File: src/rtl/wshb_arb_pkg.sv
// Shared types and constants for the two-requester Wishbone SDRAM arbiter.
package wshb_arb_pkg;

    localparam logic [0:0] PORT_VGA  = 1'b0;
    localparam logic [0:0] PORT_MIRE = 1'b1;
    localparam int unsigned ADR_W    = 32;

    // State encoding doubles as the one-hot grant vector.
    typedef enum logic [1:0] {
        IDLE     = 2'b00,
        OWN_VGA  = 2'b01,
        OWN_MIRE = 2'b10
    } arb_state_t;

    function automatic arb_state_t own_of(input logic [0:0] idx);
        return (idx == PORT_MIRE) ? OWN_MIRE : OWN_VGA;
    endfunction

endpackage

File: src/rtl/wshb_if.sv
// Classic Wishbone B4 bus bundle with master and slave views.
interface wshb_if
    import wshb_arb_pkg::*;
#(
    parameter int DATA_BYTES = 4
);
    logic                      cyc;
    logic                      stb;
    logic                      we;
    logic [ADR_W-1:0]          adr;
    logic [DATA_BYTES*8-1:0]   dat_ms;
    logic [DATA_BYTES*8-1:0]   dat_sm;
    logic [DATA_BYTES-1:0]     sel;
    logic [2:0]                cti;
    logic [1:0]                bte;
    logic                      ack;
    logic                      err;
    logic                      rty;

    modport master (
        output cyc, stb, we, adr, dat_ms, sel, cti, bte,
        input  dat_sm, ack, err, rty
    );

    modport slave (
        input  cyc, stb, we, adr, dat_ms, sel, cti, bte,
        output dat_sm, ack, err, rty
    );
endinterface

File: src/rtl/arb_pick.sv
// Combinational winner selection between vga and mire.
// ARB_ROUND_ROBIN_EN: tie goes to the requester not served last; otherwise vga wins ties.
module arb_pick
    import wshb_arb_pkg::*;
(
    input  logic [1:0] cyc,
`ifdef ARB_ROUND_ROBIN_EN
    input  logic [0:0] last_served,
`endif
    output logic [0:0] winner_c
);

    always_comb begin
        winner_c = PORT_VGA;
        if (cyc[PORT_MIRE] && !cyc[PORT_VGA]) begin
            winner_c = PORT_MIRE;
        end
`ifdef ARB_ROUND_ROBIN_EN
        else if (cyc[PORT_MIRE] && cyc[PORT_VGA]) begin
            winner_c = ~last_served;
        end
`endif
    end

endmodule

File: src/rtl/wshb_sdram_arbiter.sv
// Two-port Wishbone arbiter (vga reader, mire writer) in front of the SDRAM controller.
// ARB_ROUND_ROBIN_EN selects round-robin ties; default build is fixed priority vga > mire.
module wshb_sdram_arbiter
    import wshb_arb_pkg::*;
#(
    parameter int DATA_BYTES = 4
)(
    input  logic       sys_clk,
    input  logic       sys_rst,
    wshb_if.slave      wshb_ifs_vga,
    wshb_if.slave      wshb_ifs_mire,
    wshb_if.master     wshb_ifm,
    output logic [1:0] gnt
);

    localparam int unsigned DW = DATA_BYTES * 8;

    arb_state_t state;
    logic [1:0] req;
    logic [0:0] winner_c;

    assign req = {wshb_ifs_mire.cyc, wshb_ifs_vga.cyc};

`ifdef ARB_ROUND_ROBIN_EN
    logic [0:0] last_served;

    arb_pick u_pick (
        .cyc         (req),
        .last_served (last_served),
        .winner_c    (winner_c)
    );
`else
    arb_pick u_pick (
        .cyc      (req),
        .winner_c (winner_c)
    );
`endif

    // Ownership FSM: hold while the owner keeps cyc, hand off directly, else idle.
    always_ff @(posedge sys_clk or posedge sys_rst) begin
        if (sys_rst) begin
            state <= IDLE;
            gnt   <= 2'b00;
`ifdef ARB_ROUND_ROBIN_EN
            last_served <= PORT_MIRE;
`endif
        end else begin
            case (state)
                IDLE: begin
                    if (|req) begin
                        state <= own_of(winner_c);
                        gnt   <= 2'(own_of(winner_c));
`ifdef ARB_ROUND_ROBIN_EN
                        last_served <= winner_c;
`endif
                    end
                end
                OWN_VGA: begin
                    if (!req[PORT_VGA]) begin
                        if (req[PORT_MIRE]) begin
                            state <= OWN_MIRE;
                            gnt   <= 2'(OWN_MIRE);
`ifdef ARB_ROUND_ROBIN_EN
                            last_served <= PORT_MIRE;
`endif
                        end else begin
                            state <= IDLE;
                            gnt   <= 2'b00;
                        end
                    end
                end
                OWN_MIRE: begin
                    if (!req[PORT_MIRE]) begin
                        if (req[PORT_VGA]) begin
                            state <= OWN_VGA;
                            gnt   <= 2'(OWN_VGA);
`ifdef ARB_ROUND_ROBIN_EN
                            last_served <= PORT_VGA;
`endif
                        end else begin
                            state <= IDLE;
                            gnt   <= 2'b00;
                        end
                    end
                end
                default: begin
                    state <= IDLE;
                    gnt   <= 2'b00;
                end
            endcase
        end
    end

    // Zero-latency datapath: owner drives the SDRAM side, responses return to the owner only.
    always_comb begin
        wshb_ifm.cyc    = 1'b0;
        wshb_ifm.stb    = 1'b0;
        wshb_ifm.we     = 1'b0;
        wshb_ifm.adr    = ADR_W'(0);
        wshb_ifm.dat_ms = DW'(0);
        wshb_ifm.sel    = DATA_BYTES'(0);
        wshb_ifm.cti    = 3'b000;
        wshb_ifm.bte    = 2'b00;

        wshb_ifs_vga.ack  = 1'b0;
        wshb_ifs_vga.err  = 1'b0;
        wshb_ifs_vga.rty  = 1'b0;
        wshb_ifs_mire.ack = 1'b0;
        wshb_ifs_mire.err = 1'b0;
        wshb_ifs_mire.rty = 1'b0;

        wshb_ifs_vga.dat_sm  = wshb_ifm.dat_sm;
        wshb_ifs_mire.dat_sm = wshb_ifm.dat_sm;

        case (state)
            OWN_VGA: begin
                wshb_ifm.cyc     = wshb_ifs_vga.cyc;
                wshb_ifm.stb     = wshb_ifs_vga.stb;
                wshb_ifm.we      = wshb_ifs_vga.we;
                wshb_ifm.adr     = wshb_ifs_vga.adr;
                wshb_ifm.dat_ms  = wshb_ifs_vga.dat_ms;
                wshb_ifm.sel     = wshb_ifs_vga.sel;
                wshb_ifm.cti     = wshb_ifs_vga.cti;
                wshb_ifm.bte     = wshb_ifs_vga.bte;
                wshb_ifs_vga.ack = wshb_ifm.ack;
                wshb_ifs_vga.err = wshb_ifm.err;
                wshb_ifs_vga.rty = wshb_ifm.rty;
            end
            OWN_MIRE: begin
                wshb_ifm.cyc      = wshb_ifs_mire.cyc;
                wshb_ifm.stb      = wshb_ifs_mire.stb;
                wshb_ifm.we       = wshb_ifs_mire.we;
                wshb_ifm.adr      = wshb_ifs_mire.adr;
                wshb_ifm.dat_ms   = wshb_ifs_mire.dat_ms;
                wshb_ifm.sel      = wshb_ifs_mire.sel;
                wshb_ifm.cti      = wshb_ifs_mire.cti;
                wshb_ifm.bte      = wshb_ifs_mire.bte;
                wshb_ifs_mire.ack = wshb_ifm.ack;
                wshb_ifs_mire.err = wshb_ifm.err;
                wshb_ifs_mire.rty = wshb_ifm.rty;
            end
            default: ;
        endcase
    end

endmodule

File: src/flat_wrapper.sv
// flat-port wrapper written by rule: the top's interface ports become plain ports
module wshb_sdram_arbiter_flat import wshb_arb_pkg::*;
#(
    parameter int DATA_BYTES = 4
)
  (sys_clk, sys_rst, gnt, wshb_ifs_vga_cyc, wshb_ifs_vga_stb, wshb_ifs_vga_we, wshb_ifs_vga_adr, wshb_ifs_vga_dat_ms, wshb_ifs_vga_sel, wshb_ifs_vga_cti, wshb_ifs_vga_bte, wshb_ifs_vga_dat_sm, wshb_ifs_vga_ack, wshb_ifs_vga_err, wshb_ifs_vga_rty, wshb_ifs_mire_cyc, wshb_ifs_mire_stb, wshb_ifs_mire_we, wshb_ifs_mire_adr, wshb_ifs_mire_dat_ms, wshb_ifs_mire_sel, wshb_ifs_mire_cti, wshb_ifs_mire_bte, wshb_ifs_mire_dat_sm, wshb_ifs_mire_ack, wshb_ifs_mire_err, wshb_ifs_mire_rty, wshb_ifm_cyc, wshb_ifm_stb, wshb_ifm_we, wshb_ifm_adr, wshb_ifm_dat_ms, wshb_ifm_sel, wshb_ifm_cti, wshb_ifm_bte, wshb_ifm_dat_sm, wshb_ifm_ack, wshb_ifm_err, wshb_ifm_rty);
  wshb_if #(.DATA_BYTES(DATA_BYTES)) wshb_ifs_vga_i ();
  wshb_if #(.DATA_BYTES(DATA_BYTES)) wshb_ifs_mire_i ();
  wshb_if #(.DATA_BYTES(DATA_BYTES)) wshb_ifm_i ();
  input  logic sys_clk;
  input  logic sys_rst;
  output logic [1:0] gnt;
  input wire logic [$bits(wshb_ifs_vga_i.cyc)-1:0] wshb_ifs_vga_cyc;
  input wire logic [$bits(wshb_ifs_vga_i.stb)-1:0] wshb_ifs_vga_stb;
  input wire logic [$bits(wshb_ifs_vga_i.we)-1:0] wshb_ifs_vga_we;
  input wire logic [$bits(wshb_ifs_vga_i.adr)-1:0] wshb_ifs_vga_adr;
  input wire logic [$bits(wshb_ifs_vga_i.dat_ms)-1:0] wshb_ifs_vga_dat_ms;
  input wire logic [$bits(wshb_ifs_vga_i.sel)-1:0] wshb_ifs_vga_sel;
  input wire logic [$bits(wshb_ifs_vga_i.cti)-1:0] wshb_ifs_vga_cti;
  input wire logic [$bits(wshb_ifs_vga_i.bte)-1:0] wshb_ifs_vga_bte;
  output wire logic [$bits(wshb_ifs_vga_i.dat_sm)-1:0] wshb_ifs_vga_dat_sm;
  output wire logic [$bits(wshb_ifs_vga_i.ack)-1:0] wshb_ifs_vga_ack;
  output wire logic [$bits(wshb_ifs_vga_i.err)-1:0] wshb_ifs_vga_err;
  output wire logic [$bits(wshb_ifs_vga_i.rty)-1:0] wshb_ifs_vga_rty;
  input wire logic [$bits(wshb_ifs_mire_i.cyc)-1:0] wshb_ifs_mire_cyc;
  input wire logic [$bits(wshb_ifs_mire_i.stb)-1:0] wshb_ifs_mire_stb;
  input wire logic [$bits(wshb_ifs_mire_i.we)-1:0] wshb_ifs_mire_we;
  input wire logic [$bits(wshb_ifs_mire_i.adr)-1:0] wshb_ifs_mire_adr;
  input wire logic [$bits(wshb_ifs_mire_i.dat_ms)-1:0] wshb_ifs_mire_dat_ms;
  input wire logic [$bits(wshb_ifs_mire_i.sel)-1:0] wshb_ifs_mire_sel;
  input wire logic [$bits(wshb_ifs_mire_i.cti)-1:0] wshb_ifs_mire_cti;
  input wire logic [$bits(wshb_ifs_mire_i.bte)-1:0] wshb_ifs_mire_bte;
  output wire logic [$bits(wshb_ifs_mire_i.dat_sm)-1:0] wshb_ifs_mire_dat_sm;
  output wire logic [$bits(wshb_ifs_mire_i.ack)-1:0] wshb_ifs_mire_ack;
  output wire logic [$bits(wshb_ifs_mire_i.err)-1:0] wshb_ifs_mire_err;
  output wire logic [$bits(wshb_ifs_mire_i.rty)-1:0] wshb_ifs_mire_rty;
  output wire logic [$bits(wshb_ifm_i.cyc)-1:0] wshb_ifm_cyc;
  output wire logic [$bits(wshb_ifm_i.stb)-1:0] wshb_ifm_stb;
  output wire logic [$bits(wshb_ifm_i.we)-1:0] wshb_ifm_we;
  output wire logic [$bits(wshb_ifm_i.adr)-1:0] wshb_ifm_adr;
  output wire logic [$bits(wshb_ifm_i.dat_ms)-1:0] wshb_ifm_dat_ms;
  output wire logic [$bits(wshb_ifm_i.sel)-1:0] wshb_ifm_sel;
  output wire logic [$bits(wshb_ifm_i.cti)-1:0] wshb_ifm_cti;
  output wire logic [$bits(wshb_ifm_i.bte)-1:0] wshb_ifm_bte;
  input wire logic [$bits(wshb_ifm_i.dat_sm)-1:0] wshb_ifm_dat_sm;
  input wire logic [$bits(wshb_ifm_i.ack)-1:0] wshb_ifm_ack;
  input wire logic [$bits(wshb_ifm_i.err)-1:0] wshb_ifm_err;
  input wire logic [$bits(wshb_ifm_i.rty)-1:0] wshb_ifm_rty;
  assign wshb_ifs_vga_i.cyc = wshb_ifs_vga_cyc;
  assign wshb_ifs_vga_i.stb = wshb_ifs_vga_stb;
  assign wshb_ifs_vga_i.we = wshb_ifs_vga_we;
  assign wshb_ifs_vga_i.adr = wshb_ifs_vga_adr;
  assign wshb_ifs_vga_i.dat_ms = wshb_ifs_vga_dat_ms;
  assign wshb_ifs_vga_i.sel = wshb_ifs_vga_sel;
  assign wshb_ifs_vga_i.cti = wshb_ifs_vga_cti;
  assign wshb_ifs_vga_i.bte = wshb_ifs_vga_bte;
  assign wshb_ifs_vga_dat_sm = wshb_ifs_vga_i.dat_sm;
  assign wshb_ifs_vga_ack = wshb_ifs_vga_i.ack;
  assign wshb_ifs_vga_err = wshb_ifs_vga_i.err;
  assign wshb_ifs_vga_rty = wshb_ifs_vga_i.rty;
  assign wshb_ifs_mire_i.cyc = wshb_ifs_mire_cyc;
  assign wshb_ifs_mire_i.stb = wshb_ifs_mire_stb;
  assign wshb_ifs_mire_i.we = wshb_ifs_mire_we;
  assign wshb_ifs_mire_i.adr = wshb_ifs_mire_adr;
  assign wshb_ifs_mire_i.dat_ms = wshb_ifs_mire_dat_ms;
  assign wshb_ifs_mire_i.sel = wshb_ifs_mire_sel;
  assign wshb_ifs_mire_i.cti = wshb_ifs_mire_cti;
  assign wshb_ifs_mire_i.bte = wshb_ifs_mire_bte;
  assign wshb_ifs_mire_dat_sm = wshb_ifs_mire_i.dat_sm;
  assign wshb_ifs_mire_ack = wshb_ifs_mire_i.ack;
  assign wshb_ifs_mire_err = wshb_ifs_mire_i.err;
  assign wshb_ifs_mire_rty = wshb_ifs_mire_i.rty;
  assign wshb_ifm_cyc = wshb_ifm_i.cyc;
  assign wshb_ifm_stb = wshb_ifm_i.stb;
  assign wshb_ifm_we = wshb_ifm_i.we;
  assign wshb_ifm_adr = wshb_ifm_i.adr;
  assign wshb_ifm_dat_ms = wshb_ifm_i.dat_ms;
  assign wshb_ifm_sel = wshb_ifm_i.sel;
  assign wshb_ifm_cti = wshb_ifm_i.cti;
  assign wshb_ifm_bte = wshb_ifm_i.bte;
  assign wshb_ifm_i.dat_sm = wshb_ifm_dat_sm;
  assign wshb_ifm_i.ack = wshb_ifm_ack;
  assign wshb_ifm_i.err = wshb_ifm_err;
  assign wshb_ifm_i.rty = wshb_ifm_rty;
  wshb_sdram_arbiter #(.DATA_BYTES(DATA_BYTES)) u_core (.sys_clk(sys_clk), .sys_rst(sys_rst), .wshb_ifs_vga(wshb_ifs_vga_i), .wshb_ifs_mire(wshb_ifs_mire_i), .wshb_ifm(wshb_ifm_i), .gnt(gnt));
endmodule
File: config.mk
export PLATFORM = sky130hd
export DESIGN_NAME = wshb_sdram_arbiter_flat
export DESIGN_NICKNAME = d
export VERILOG_FILES = /design/src/rtl/wshb_arb_pkg.sv /design/src/rtl/wshb_if.sv /design/src/rtl/arb_pick.sv /design/src/rtl/wshb_sdram_arbiter.sv /design/src/flat_wrapper.sv
export SDC_FILE = /design/constraint.sdc
export NUM_CORES = 1
export LEC_CHECK = 0
export ABC_AREA = 0
export BUFFER_PORTS_ARGS = -buffer_cell sky130_fd_sc_hd__buf_2
export CAP_MARGIN = 20
export CELL_PAD_IN_SITES_DETAIL_PLACEMENT = 0
export CELL_PAD_IN_SITES_GLOBAL_PLACEMENT = 2
export CORE_ASPECT_RATIO = 0.7
export CORE_MARGIN = 2
export CORE_UTILIZATION = 10
export CTS_CLUSTER_SIZE = 30
export DETAILED_ROUTE_END_ITERATION = 8
export PLACE_DENSITY_LB_ADDON = 0.08
export SLEW_MARGIN = 25
export SYNTH_ARGS = -nofsm -noshare
export SYNTH_HDL_FRONTEND = slang
export SYNTH_HIERARCHICAL = 1
export SYNTH_SLANG_ARGS = --single-unit
File: constraint.sdc
create_clock -name sys_clk -period 1.8 [get_ports sys_clk]
set_input_delay 0.09 -clock sys_clk [delete_from_list [all_inputs] [get_ports sys_clk]]
set_output_delay 0.09 -clock sys_clk [all_outputs]
set_load 0.05 [all_outputs]
Yosys cells after proc, flatten, opt, wreduce, memory -nomap -nowiden

Index checks and enable logic that the tools add are counted.
Widths: inputs -> output; s select.

Register bits after elaboration: 2
Input bits: 189
Output and inout bits: 148
Word-level logic and storage cells: 33

Eq/ne operators: 5
Muxes and demuxes: 22
Reductions and logical operators: 5

Operator list:

| kind               | number |
|---|---|
| $pmux 32 s2        | 2 |
| $mux 2             | 5 |
| $mux 1             | 8 |
| $pmux 4 s2         | 1 |
| $pmux 1 s2         | 3 |
| $pmux 2 s3         | 1 |
| $pmux 3 s2         | 1 |
| $ne 2x2->1 const B | 2 |
| $pmux 2 s2         | 1 |
| $reduce_and 3->1   | 1 |
| $eq 2x1->1 const B | 1 |
| $eq 2x2->1 const B | 1 |
| $logic_not 2->1    | 1 |
| $ne 2x1->1 const B | 1 |
| $reduce_or 2->1    | 1 |
| $logic_and 1x1->1  | 1 |
| $logic_not 1->1    | 1 |

Logic depth before layout (Yosys ltp)

Gate-level depths: netlist (run 1).

Word-level depth: 6
Mapped depth: 7

Hierarchy

The synthesis (run 1) kept the hierarchy.

Modules (own cells, without submodules):

| module             | times used | cells an instance | area an instance (um^2) | sequential area each (um^2) |
|---|---|---|---|---|
| wshb_sdram_arbiter | 1          | 266               | 1894.3                  | 50.0 |
| arb_pick           | 1          | 1                 | 13.8                    | 0.0 |

Least setup slack after synthesis (run 1)

No wires, ideal clock.

Path kind: reg-to-output
From: register u_core.state[0]
To: output port wshb_ifm_adr[0]
Arrival: 2235 ps
Data required time: 1710 ps
Path slack: -525 ps
Cell stages (with the launch flop): 6
Path buffers: 2
Cell sequence: dfrtp_1 inv_1 ha_1 clkbuf_2 clkbuf_1 nor2b_1

Word-level cells in the longest chain between the ends: 2
Elaborated cells on any way between the ends: 3

Ends and longest elaborated chain:

| what                                            | RTL line                  | text |
|---|---|---|
| start: declaration                              | wshb_sdram_arbiter.sv:18  | `arb_state_t state;` |
| start signal: assignment                        | wshb_sdram_arbiter.sv:51  | `state <= own_of(winner_c);` |
| $eq 2x2->1 / $eq 2x1->1 (equally long branches) | wshb_sdram_arbiter.sv:115 | `case (state)` |
| $pmux 32 s2 *                                   | wshb_sdram_arbiter.sv:115 |  |
| end: declaration                                | flat_wrapper.sv:40        | `output wire logic [$bits(wshb_ifm_i.adr)-1:0] wshb_ifm_adr;` |

Mark *: on every way between the ends. The rest lies on a longest branch, timed or not.

Final worst setup path (run 1)

From: register u_core.state[0]
To: output port wshb_ifm_adr[18]

The elaborated chain is that of the path after synthesis.

==> summary.txt, run 1 <==
WHS Path Cells: 0
Highest routed metal layer: met5
Clock sink count: 2
Post-synthesis register bit count: 2
Antenna violations before repair: 1
Largest net degree at the start of global routing: 30
Yosys top cell by area: a22oi_1
Final hold vios: 0
Worst Skew: 0.000546 ns
Final setup violating endpoints: 0
Initial Util: 10.1%
CP cell instances: buf_4, ha_4, buf_12, a22oi_1, nor2b_4, buf_4
Die width: 169 um
Gr ovfl total: 0
Reg2Reg Launch Point: u_core/state[1]$_DFFE_PP0P_
Syn nets: 460
DR pass1 iterations: 4
Fill cells: 2133
Num CTS Buffers: 3
Pwr dens: 2080 mW/mm2
Clk slew on worst S/H paths: 0.03 ns
Average size of a mapped cell: 7.15 um2
Crit-path max cell delay: 0.39 ns
DRC viols: 0
Largest Register: u_core/state
Share of the synthesized area in the top cell type: 29.9%
Max Slew Vio Count: 0
CP endpoint kind: output port
R2R cell count: 5
Diode count: 0
Arr. time, crit path: 1.67 ns
Row count: 42
# Max-Cap Violations: 0
Clk root buf: clkbuf_16
Proportion of layout cells with a drive suffix above 1: 83.4%
Std-Cell Core Area: 0.0188 mm2
R2R setup slack: 0.14 ns
Relative slew slack: 81.1%
Unrepaired setup endpoints after global routing: true
Post-synthesis cell area: 0.00191 mm2
Slew @ Worst Pin: 0.284 ns
Dpl hpwl: 7.15 mm
Critical path class: reg2out
Outcome: finished clean
Startpoint class of the critical path: register
Most common cell after layout, fill and taps aside: buf_2
Most frequent cells in the layout: buf_2 (166), buf_4 (62), a22oi_1 (58), nor2b_4 (41), nor2b_2 (36)
Vias post-DR: 2525
Clock latency on the worst-skew pair: 0.22 ns
Cells after Synth: 267
Fin crit share: 97.8%
Synth unique cells: 19
Hold slack: 0.180 ns
Static leakage: 1.78 nW
Final net count: 629
Vias in the first global route: 2603
Met2 WL: 4.41 mm
First-pass GRT wire length: 13.6 mm
Required @ worst endpoint: 1.71 ns
Fmax: 568 MHz
DP Area: 0.00340 mm2
Worst VDD drop: 0.000700 V
CTS Buffer Depth: 2
Synth warn: 6
Htree depth: 1
# IOs: 337
Worst Path Max Fanout: 29
Wire length per cell: 13.5 um
M1 WL: 3.58 mm
Die height: 120 um
Worst R2R End: u_core/state[0]$_DFFE_PP0P_
Via/cell ratio: 3.74
CTS tree: built
IO buf count: 240
DR WL met3: 1.06 mm
Sequential cell area fraction in the yosys report: 2.62%
DR iter-0 viols: 59
GPL Wtd Cong: 0.666
Top post-synthesis cells by area: a22oi_1 (30%), buf_4 (26%), nor2b_1 (25%), buf_2 (2.9%), dfrtp_1 (2.6%)
Biggest regs: u_core/state: 2 flops
Total GRT Usage: 8.30%
Final Cell Area: 0.00380 mm2
Hold Crit Class: in2out
Antenna-violating nets left: 0
Fin crit period: 1.76 ns
Routed WL: 9.12 mm
DIE AREA: 0.0202 mm2
Hold_sp: wshb_ifm_dat_sm[22]
Setup TNS: 0 ns
Area Growth Syn to Fin: 99.0%
CP max stage cell: dfrtp_2
Max reg flops: 2
Worst path most repeated cell: buf_4
Hold endpoint: wshb_ifs_mire_dat_sm[22]
-- critical path, delay by kind of cell, from the launching register on --
kind	cells	cell delay, ns
AO/OA/AOI/OAI	1	0.27
adder cells (fa/ha/maj)	1	0.19
buffers and inverters	3	0.51
flip-flops	1	0.39
AND/OR/NAND/NOR	1	0.06
-- through the flow --
stage / util [%] / instances / total power [mW] / worst slack (ns)
floorplan: - / 267 / 5.74 / -0.0631
CTS: 19.5 / 676 / 7.83 / 0.00273
global route: 20.2 / 676 / 8.33 / -0.00999
global placement: 18.1 / 671 / 7.16 / 0.0884
finish: 20.2 / 676 / 7.88 / 0.0402
detailed placement: 18.1 / 671 / 7.09 / 0.0967
-- worst max-delay path by stage --
stage,slack [ns],depth (start not counted),start,endpoint
2_1_floorplan,-0.06,5,u_core/state[0]$_DFFE_PP0P_,wshb_ifm_adr[0]
3_3_place_gp,0.09,6,u_core/state[0]$_DFFE_PP0P_,wshb_ifm_dat_ms[14]
3_5_place_dp,0.1,6,u_core/state[0]$_DFFE_PP0P_,wshb_ifm_dat_ms[18]
4_1_cts,0.003,6,u_core/state[0]$_DFFE_PP0P_,wshb_ifm_cti[0]
5_1_grt,-0.01,6,u_core/state[0]$_DFFE_PP0P_,wshb_ifm_adr[18]
6_report,0.04,6,u_core/state[0]$_DFFE_PP0P_,wshb_ifm_adr[18]
-- routing by layer --
| metal | GRT usage [%] | up-vias |
|---|---|---|
| met3 | 3.00 | 6 |
| met1 | 9.43 | 1140 |
| met4 | 1.50 | 2 |
| li1 | - | 1209 |
| met5 | 0 | - |
| met2 | 15.1 | 168 |
-- area by class of cell --
class | instances | area (um2) | area share [%]
sequential | 2 | 52.6 | 1.38
inverter | 4 | 15.0 | 0.395
timing repair buffer | 254 | 1610 | 42.3
tap | 242 | 303 | 7.97
clock buffer | 3 | 75.1 | 1.98
multi-input combinational | 171 | 1750 | 46.0
-- cell families (layout without fill, tap and decap cells) --
| kind of cell | after synthesis | count (layout) | share of synthesized area [%] |
|---|---|---|---|
| adder cells (fa/ha/maj) | 4 | 4 | 2.62 |
| flip-flops | 2 | 2 | 2.62 |
| AO/OA/AOI/OAI | 79 | 79 | 31.7 |
| buffers and inverters | 94 | 261 | 33.0 |
| AND/OR/NAND/NOR | 86 | 86 | 28.4 |
| multiplexers | 2 | 2 | 1.57 |
-- cell usage after synthesis --
master,count
inv_1,4
dfrtp_1,2
a22oi_2,1
ha_1,4
clkbuf_1,10
nor2_1,1
mux2_4,2
or2b_1,1
clkbuf_2,1
buf_4,66
buf_6,2
and2_1,6
a21oi_1,1
nor2b_4,1
o31a_4,1
nand2_1,1
a22oi_1,76
buf_2,11
nor2b_1,76
-- where the power goes --
group          leakage [nW]  internal (mW)  switching (mW)  total [mW]
Clock                0.0370          0.283          0.0554       0.338
Sequential           0.0228         0.0692          0.0223      0.0915
Combinational          1.72           3.04            4.42        7.45
Total                  1.78           3.39            4.50        7.88
-- timing repair --
item	4_1_cts	5_1_grt
setup buffers	1	0
hold buffers	1	0
setup endpoints to repair	78	51
endpoints found under the hold margin	2	0
pin swaps	2	1
gates resized for setup	60	41
(Power assumes the default switching activity.)
==> run 2, diff against run 1 <==
--- a/config.mk
+++ b/config.mk
@@ -11,7 +11,7 @@
 export CELL_PAD_IN_SITES_DETAIL_PLACEMENT = 0
 export CELL_PAD_IN_SITES_GLOBAL_PLACEMENT = 2
 export CORE_ASPECT_RATIO = 0.7
-export CORE_MARGIN = 2
+export CORE_MARGIN = 5
 export CORE_UTILIZATION = 10
 export CTS_CLUSTER_SIZE = 30
 export DETAILED_ROUTE_END_ITERATION = 8
==> run 2 against run 1 <==
Against the previous run:
- via count grew 1.6%
- maximum frequency is 0.17% lower
- power increased by 13%
- setup slack got worse by 0.0030 ns
- wire length rose by 24%
- register-to-register slack worse by 0.07 ns
- critical path type unchanged
- largest cell class is now buffers
- die area grew 8.7%
- highest routed layer is now met4
==> summary.txt, run 2 (synthesis results as in run 1) <==
# Max-Cap Violations: 0 (unchanged)
Diode count: 0 (unchanged)
Final Util: 22.8% (+2.6 points)
Final hold vios: 0 (unchanged)
Pwr dens: 2080 mW/mm2 (about the same)
Fin crit period: 1.76 ns (+0.00301 ns)
Htree depth: 1 (unchanged)
Biggest regs: u_core/state: 2 flops
Proportion of layout cells with a drive suffix above 1: 87.8% (+4.4 points)
Arr. time, crit path: 1.67 ns (about the same)
DR pass1 iterations: 4 (unchanged)
CP max stage cell: dfrtp_2
Most common cell after layout, fill and taps aside: buf_2
Initial Util: 10.1% (unchanged)
Largest Register: u_core/state
Worst slack at placement: 0.0834 ns (-0.0133 ns)
Vias post-DR: 2566 (+1.6%)
Wire length per cell: 16.6 um (+23%)
Fmax: 567 MHz (-0.17%)
Most frequent cells in the layout: buf_2 (162), buf_6 (55), nor2b_4 (41), a22oi_1 (40), a22oi_2 (37)
Setup WS post-layout: 0.0372 ns (-0.00301 ns)
Routed WL: 11.4 mm (+24%)
R2R cell count: 6 (+1)
R2R setup slack: 0.07 ns (-0.07 ns)
Dpl hpwl: 7.65 mm (+6.9%)
Clock latency on the worst-skew pair: 0.22 ns (about the same)
Final Cell Area: 0.00429 mm2 (+13%)
DRC viols: 0 (unchanged)
Antenna-violating nets left: 0 (unchanged)
First-pass GRT wire length: 15.5 mm (+14%)
Max Slew Vio Count: 0 (unchanged)
Relative slew slack: 81.2% (+0.098 points)
GPL Wtd Cong: 0.697 (+4.7%)
Antenna violations before repair: 0 (-1)
Clk root buf: clkbuf_16
Area of the multi-input gates: 0.00184 mm2 (+5.2%)
Die width: 175 um (+3.5%)
IO buf count: 240 (unchanged)
WP buf/inv: 4 (+1)
Required @ worst endpoint: 1.71 ns (about the same)
Outcome: finished clean
Fin cells: 685 (+1.3%)
Largest net degree at the start of global routing: 37 (+23%)
Reg2Reg Launch Point: u_core/state[1]$_DFFE_PP0P_
Crit-path max cell delay: 0.42 ns (+0.03 ns)
Die height: 126 um (+5.0%)
Vias in the first global route: 2751 (+5.7%)
DR iter-0 viols: 44 (-25%)
Worst VDD drop: 0.000603 V (-14%)
CP cell instances: inv_4, ha_4, buf_4, clkbuf_16, a22oi_1, nor2b_2, buf_4
Clk slew on worst S/H paths: 0.03 ns (about the same)
DIE AREA: 0.0220 mm2 (+8.7%)
Total GRT Usage: 8.79% (+0.50 points)
Hold slack: 0.180 ns (-0.00000400 ns)
CP startpoint: u_core/state[0]$_DFFE_PP0P_
Gr ovfl total: 0 (unchanged)
DP Area: 0.00333 mm2 (-2.0%)
WHS Path Cells: 0 (unchanged)
# IOs: 337 (unchanged)
Area Growth Syn to Fin: 125%
Fin crit share: 97.9% (+0.17 points)
Final net count: 638 (+1.4%)
Worst Skew: 0.00143 ns (+0.000888 ns)
Critical path class: reg2out
Row count: 42 (unchanged)
Hold_sp: wshb_ifm_dat_sm[3]
Hold Crit Class: in2out
Fill cells: 2071 (-2.9%)
CTS Buffer Depth: 2 (unchanged)
Worst path most repeated cell: buf_4
Clock sink count: 2 (unchanged)
Num CTS Buffers: 3 (unchanged)
Placed cell count: 667 (-0.60%)
Setup TNS: 0 ns (unchanged)
Unrepaired setup endpoints after global routing: true
Final setup violating endpoints: 0 (unchanged)
Max reg flops: 2 (unchanged)
Top Family by Delay on Critical Path: buffers and inverters
Worst Path Max Fanout: 13 (-55%)
Reg area: 52.6 um2 (unchanged)
Hold endpoint: wshb_ifs_mire_dat_sm[3]
Worst R2R End: u_core/state[0]$_DFFE_PP0P_
CTS tree: built
Slew @ Worst Pin: 0.283 ns (-0.00147 ns)
CP endpoint kind: output port
Static leakage: 1.93 nW (+8.2%)
Startpoint class of the critical path: register
Std-Cell Core Area: 0.0188 mm2 (unchanged)
Critical Path Stages: 7 (+1)
Via/cell ratio: 3.75 (+0.29%)
Post-route total power: 8.91 mW (+13%)
run 2: changes by cell type in the layout (fill, tap and decap cells not counted), sizes merged:
cell and change:
buf +21, clkbuf -12
run 2: how the worst max path moves through the flow:
stage	end	slack, ns
after global routing	wshb_ifm_cti[0]	-0.04
after floorplan	wshb_ifm_adr[0]	-0.06
after global placement	u_core/state[1]$_DFFE_PP0P_	0.05
after CTS	wshb_ifm_adr[8]	-0.06
final	wshb_ifm_we	0.04
after detailed placement	u_core/state[1]$_DFFE_PP0P_	0.08
run 2: final cells by class:
cell class / count / share of cell area [%]
Timing Repair Buffer: 263 / 46.8
Sequential cell: 2 / 1.22
Clock buffer: 3 / 1.75
Multi-Input combinational cell: 171 / 42.7
Inverter: 4 / 0.408
Tap cell: 242 / 7.05
run 2: timing repair:
item	4_1_cts	5_1_grt
setup endpoints to repair	77	69
hold endpoints to repair	2	0
pin swaps	1	0
hold buffers	1	0
cloned	3	5
resized for setup	129	52
buffers inserted	3	3
run 2: metal layers:
metal  share of wire (%)  routed length (um)  global-route usage, %  vias to the layer above
li1                    -                   -                      -                     1225
met1                  45                5150                   11.2                     1171
met2                  44                5050                   14.8                      162
met3                 9.6                1090                   2.75                        8
met4                0.60                  68                   1.57                        0
met5                   0                   0                      0                        -
run 2: power by group:
part,leakage [nW],internal (mW),switching [mW],total (mW)
clock network,0.0370,0.283,0.0581,0.341
logic,1.87,3.70,4.77,8.47
registers,0.0228,0.0695,0.0367,0.106
